$ cat src/rtl/nn_pkg.sv
// Shared types for the neuron layer scheduler: data words, operand/weight vectors, FSM states.
// The WAIT state exists only when DP_OUT_REG_EN is defined (registered datapath output).
package nn_pkg;

   typedef logic [15:0] word_t;
   typedef word_t [1:0] vec2_t;
   typedef word_t [2:0] wvec_t;

   localparam int N_WEIGHTS = 3;

`ifdef DP_OUT_REG_EN
   typedef enum logic [1:0] {ST_IDLE, ST_EVAL, ST_WAIT, ST_OUT} state_t;
`else
   typedef enum logic [1:0] {ST_IDLE, ST_EVAL, ST_OUT} state_t;
`endif

endpackage

$ cat src/rtl/neuron_wfile.sv
// Layer weight file: NUM_NEURONS x 3 words, one synchronous write port, one asynchronous read port.
// Cleared to zero by reset; write legality is decided by the caller.
module neuron_wfile
   import nn_pkg::*;
#(
   parameter int NUM_NEURONS = 4,
   parameter int IDX_W       = 2
) (
   input  logic                 clk,
   input  logic                 rst_n,
   input  logic                 we,
   input  logic [IDX_W-1:0]     nidx,
   input  logic [1:0]           widx,
   input  logic [15:0]          wdata,
   input  logic [IDX_W-1:0]     ridx,
   output logic [2:0][15:0]     rdata
);

   wvec_t mem [NUM_NEURONS];

   always_ff @(posedge clk) begin
      if (!rst_n) begin
         for (int i = 0; i < NUM_NEURONS; i++) begin
            mem[i] <= '0;
         end
      end else if (we) begin
         mem[nidx][widx] <= wdata;
      end
   end

   assign rdata = mem[ridx];

endmodule

$ cat src/rtl/neuron_layer_sched.sv
// Time-multiplexes one shared two-input neuron datapath across a layer; one result per neuron out.
// Optional macro DP_OUT_REG_EN adds a WAIT state for a datapath with one output register stage.
module neuron_layer_sched
#(
   parameter int NUM_NEURONS = 4,
   parameter int IDX_W       = (NUM_NEURONS > 1) ? $clog2(NUM_NEURONS) : 1
) (
   input  logic                 clk,
   input  logic                 rst_n,
   input  logic                 cfg_we,
   input  logic [IDX_W-1:0]     cfg_nidx,
   input  logic [1:0]           cfg_widx,
   input  logic [15:0]          cfg_wdata,
   output logic                 cfg_err,
   input  logic                 in_valid,
   output logic                 in_ready,
   input  logic [1:0][15:0]     in_x,
   output logic [1:0][15:0]     dp_x,
   output logic [2:0][15:0]     dp_w,
   input  logic [15:0]          dp_y,
   output logic                 out_valid,
   input  logic                 out_ready,
   output logic [15:0]          out_y,
   output logic [IDX_W-1:0]     out_idx,
   output logic                 out_last,
   output logic                 busy
);
   import nn_pkg::*;

   state_t           state, state_nxt;
   logic [IDX_W-1:0] k;
   vec2_t            x_q;
   word_t            y_q;
   logic             err_q;
   wvec_t            w_rd;
   logic             last;
   logic             cfg_ok;
   logic             sample;

   assign last   = (k == IDX_W'(NUM_NEURONS - 1));
   assign cfg_ok = cfg_we && (state == ST_IDLE)
                   && ({1'b0, cfg_nidx} < (IDX_W + 1)'(NUM_NEURONS))
                   && (cfg_widx < 2'(N_WEIGHTS));

   neuron_wfile #(
      .NUM_NEURONS (NUM_NEURONS),
      .IDX_W       (IDX_W)
   ) u_wfile (
      .clk   (clk),
      .rst_n (rst_n),
      .we    (cfg_ok),
      .nidx  (cfg_nidx),
      .widx  (cfg_widx),
      .wdata (cfg_wdata),
      .ridx  (k),
      .rdata (w_rd)
   );

   always_comb begin
      state_nxt = state;
      in_ready  = 1'b0;
      out_valid = 1'b0;
      case (state)
         ST_IDLE: begin
            in_ready = 1'b1;
            if (in_valid) state_nxt = ST_EVAL;
         end
`ifdef DP_OUT_REG_EN
         ST_EVAL: state_nxt = ST_WAIT;
         ST_WAIT: state_nxt = ST_OUT;
`else
         ST_EVAL: state_nxt = ST_OUT;
`endif
         ST_OUT: begin
            out_valid = 1'b1;
            if (out_ready) state_nxt = last ? ST_IDLE : ST_EVAL;
         end
         default: state_nxt = ST_IDLE;
      endcase
   end

   // Registered datapath needs one extra cycle before its result is valid.
`ifdef DP_OUT_REG_EN
   assign sample = (state == ST_WAIT);
`else
   assign sample = (state == ST_EVAL);
`endif

   always_ff @(posedge clk) begin
      if (!rst_n) begin
         state <= ST_IDLE;
         k     <= '0;
         x_q   <= '0;
         y_q   <= '0;
         err_q <= 1'b0;
      end else begin
         state <= state_nxt;
         err_q <= cfg_we && !cfg_ok;
         if ((state == ST_IDLE) && in_valid) begin
            x_q <= in_x;
            k   <= '0;
         end
         if (sample) y_q <= dp_y;
         if ((state == ST_OUT) && out_ready && !last) k <= k + IDX_W'(1);
      end
   end

   assign dp_x     = x_q;
   assign dp_w     = w_rd;
   assign out_y    = y_q;
   assign out_idx  = k;
   assign out_last = (state == ST_OUT) && last;
   assign busy     = (state != ST_IDLE);
   assign cfg_err  = err_q;

endmodule

$ cat config.mk
export PLATFORM = sky130hd
export DESIGN_NAME = neuron_layer_sched
export DESIGN_NICKNAME = d
export VERILOG_FILES = /design/src/rtl/nn_pkg.sv /design/src/rtl/neuron_wfile.sv /design/src/rtl/neuron_layer_sched.sv
export SDC_FILE = /design/constraint.sdc
export NUM_CORES = 1
export LEC_CHECK = 0
export ABC_AREA = 1
export BUFFER_PORTS_ARGS = -buffer_cell sky130_fd_sc_hd__buf_2
export CORE_MARGIN = 5
export CORE_UTILIZATION = 56
export DETAILED_ROUTE_END_ITERATION = 7
export HOLD_SLACK_MARGIN = 0.15
export PLACE_DENSITY = 0.9
export SYNTH_ARGS = -nofsm -noshare
export SYNTH_HDL_FRONTEND = slang
export SYNTH_SLANG_ARGS = --single-unit
$ cat constraint.sdc
create_clock -name clk -period 2.59 [get_ports clk]
set_input_delay 0.1295 -clock clk [delete_from_list [all_inputs] [get_ports clk]]
set_output_delay 0.1295 -clock clk [all_outputs]
set_load 0.01 [all_outputs]
==> results_dict.tcl <==
set metrics [dict create \
    status "completed" \
    timing.rr.start "state[0]" \
    synth_cell_types 24 \
    antenna_left 0 \
    critPathTopFamily "buffers and inverters" \
    relSlewSlack_pct 62.7 \
    drtIter0Drc 889 \
    cts-root-buf "clkbuf_16" \
    synth_nets 1006 \
    syn2layout_area_growth_pct 25.3 \
    power_density_mw_per_mm2 710 \
    setup_violations 0 \
    slowest_delay_ns 0.39 \
    grt_use_met1_pct 33.0 \
    cts.sinks 247 \
    hp-start "cfg_widx[0]" \
    layout_min_cycle_time_ns 2.09 \
    nets 1240 \
    grt_usage_pct 29.4 \
    report.power.total_mw 8.85 \
    synth.cell_area_mm2 0.00995 \
    clock.fmax_mhz 479 \
    vias_per_cell 5.98 \
    final.period_utilization_pct 80.6 \
    clock_power_share_pct 38.2 \
    start_util_pct 57.3 \
    core_area_mm2 0.0174 \
    clock_latency_ns 0.52 \
    switching_share_pct 23.6 \
    tightest_slew_ns 0.558 \
    ir_drop_mv 0.620 \
    grt_max_degree 97 \
    wirelength_um 30500 \
    n_fill_cell 1087 \
    cts_made_buffers 25 \
    clk_pin_slew_worst_paths_ns 0.06 \
    vias 8424 \
    syn_inst 932 \
    diodes 0 \
    wl_per_cell_um 21.7 \
    endpoint_kind "output port" \
    die-width_um 143 \
    crit_required_ns 2.46 \
    gr-total-overflow 0 \
    finalMaxSlewViolations 0 \
    use_met2_pct 51.7 \
    final_common_cell "nor2_1" \
    ys_warn_count 0 \
    tns_ns 0 \
    grtUsageMet3_pct 6.97 \
    port_buffers 175 \
    dieHeight_um 143 \
    drc 0 \
    power_switching_mw 2.09 \
    drt_first_pass_iters 5 \
    die_area_mm2 0.0205 \
    cts_buffer_depth 3 \
    ys_seq_elements 247 \
    combinationalPowerShare_pct 10.1 \
    finalHoldViolations 0 \
    drv_cap 0 \
    rows 48 \
    routabilityCongestion 0.875 \
    crit_buf_inv 2 \
    startpoint_type "flop" \
    p_int_mw 6.76 \
    rrSetupSlack_ns 0.58 \
    htree_levels 1 \
    grt_pass1_wl_um 46200 \
    grt_antenna_before_repair 1 \
    grt_pass1_vias 8616 \
    drive_above_1_share_pct 22.1 \
    fin_skew_ns 0.0159 \
    power.leakage_nw 5.10 \
    ios 176 \
    dp_slack_ns 0.664 \
    worstPathArrival_ns 1.96 \
    cts_tree "done" \
    layout_setup_ws_ns 0.502 \
    layout_common_cells "nor2_1, edfxtp_1, buf_2, o21ai_0, dlygate4sd3_1" \
    hp-class "in2reg" \
    grt_busiest_layer "met2" \
    crit_type "reg2out" \
    power.share.sequential_pct 51.7 \
    cpMaxStageDelayCell "dfxtp_1" \
    cp_max_fo 30 \
    path_cells "buf_4 > o21ai_0 > o22ai_1 > buf_2" \
    ys_seq_area_share_pct 69.0 \
    avgSynthCellArea_um2 10.7 \
    rsz0062_at_grt "false" \
    dpl.hpwl_um 17300 \
]
## repair_timing
item	in CTS	in global routing
buffers inserted	0	0
hold buffers	60	0
endpoints found under the setup margin	0	0
endpoints found under the hold margin	153	0
resized for setup	0	0
## Yosys cell counts
library cell / instances / area share, %
o22ai_1: 48 / 3.0
nand4_4: 1 / 0.21
clkbuf_1: 40 / 1.5
nor2_8: 1 / 0.20
nor2_4: 2 / 0.23
and3_1: 1 / 0.063
buf_6: 2 / 0.23
nor2_1: 341 / 13
nand4_1: 3 / 0.19
a21oi_1: 6 / 0.30
buf_4: 5 / 0.38
nor3_1: 1 / 0.050
nand3_1: 2 / 0.10
nand2_2: 10 / 0.63
o21ai_1: 4 / 0.20
inv_1: 30 / 1.1
buf_2: 11 / 0.55
dfxtp_1: 55 / 11
o21ai_0: 141 / 7.1
inv_2: 2 / 0.075
nand3_2: 9 / 0.91
nand2_1: 24 / 0.91
ha_1: 1 / 0.13
edfxtp_1: 192 / 58
## layout make-up
class	count	area (µm²)	area share (%)
inverter	32	120	0.964
clock inverter	5	45.0	0.361
multi-input combinational	595	2700	21.7
tap	225	282	2.26
timing repair buffer	265	1740	14.0
clock buffer	39	708	5.68
sequential	247	6870	55.1
## worst paths after layout
kind | to | depth (start not counted)
setup / recovery | dp_w[16] | 4
hold / removal | cfg_err | 4
setup reg to reg | u_wfile.mem[0][19] | 5
hold reg to reg | dp_x[29] | 2
## worst min-delay path, cell delays in order
cell	delay (ns)
buf_2	0.10
nand2_1	0.09
nand4_4	0.17
and3_1	0.20
## stage by stage
step	hold WS (ns)	cells	cell area (µm²)	utilization (%)
floorplan	0.289	932	9950	-
global placement	0.377	1304	11100	64.0
detailed placement	0.385	1304	11100	64.0
CTS	0.177	1408	12500	71.8
global route	0.233	1408	12500	71.8
finish	0.204	1408	12500	71.8
## power by group through the flow
stage | clock network (mW) | logic [mW] | registers [mW]
6_report | 3.38 | 0.894 | 4.58
5_1_grt | 3.58 | 0.957 | 4.59
4_1_cts | 3.37 | 0.855 | 4.57
3_5_place_dp | 0 | 0.776 | 4.65
3_3_place_gp | 0 | 0.754 | 4.64
2_1_floorplan | 0 | 0.391 | 4.66
## state kept, by name, summed over array words and instances, names as in the netlist, named ones only
signal       cells
dp_x            32
out_idx          2
state            2
cfg_err          1
out_y           16
u_wfile.mem    192
## kinds of logic after synthesis
| family | after synthesis | share of synthesized area (%) |
|---|---|---|
| AND/OR/NAND/NOR | 395 | 16.4 |
| buffers and inverters | 90 | 3.87 |
| flip-flops | 247 | 69.0 |
| AO/OA/AOI/OAI | 199 | 10.6 |
| adder cells (fa/ha/maj) | 1 | 0.126 |
## layer usage
| metal | vias to the layer above | wire length [µm] |
|---|---|---|
| li1 | 3669 | - |
| met5 | - | 11 |
| met2 | 641 | 15400 |
| met4 | 2 | 1850 |
| met3 | 150 | 3330 |
| met1 | 3962 | 9920 |
Note: power is estimated with default switching activity, not from simulation.
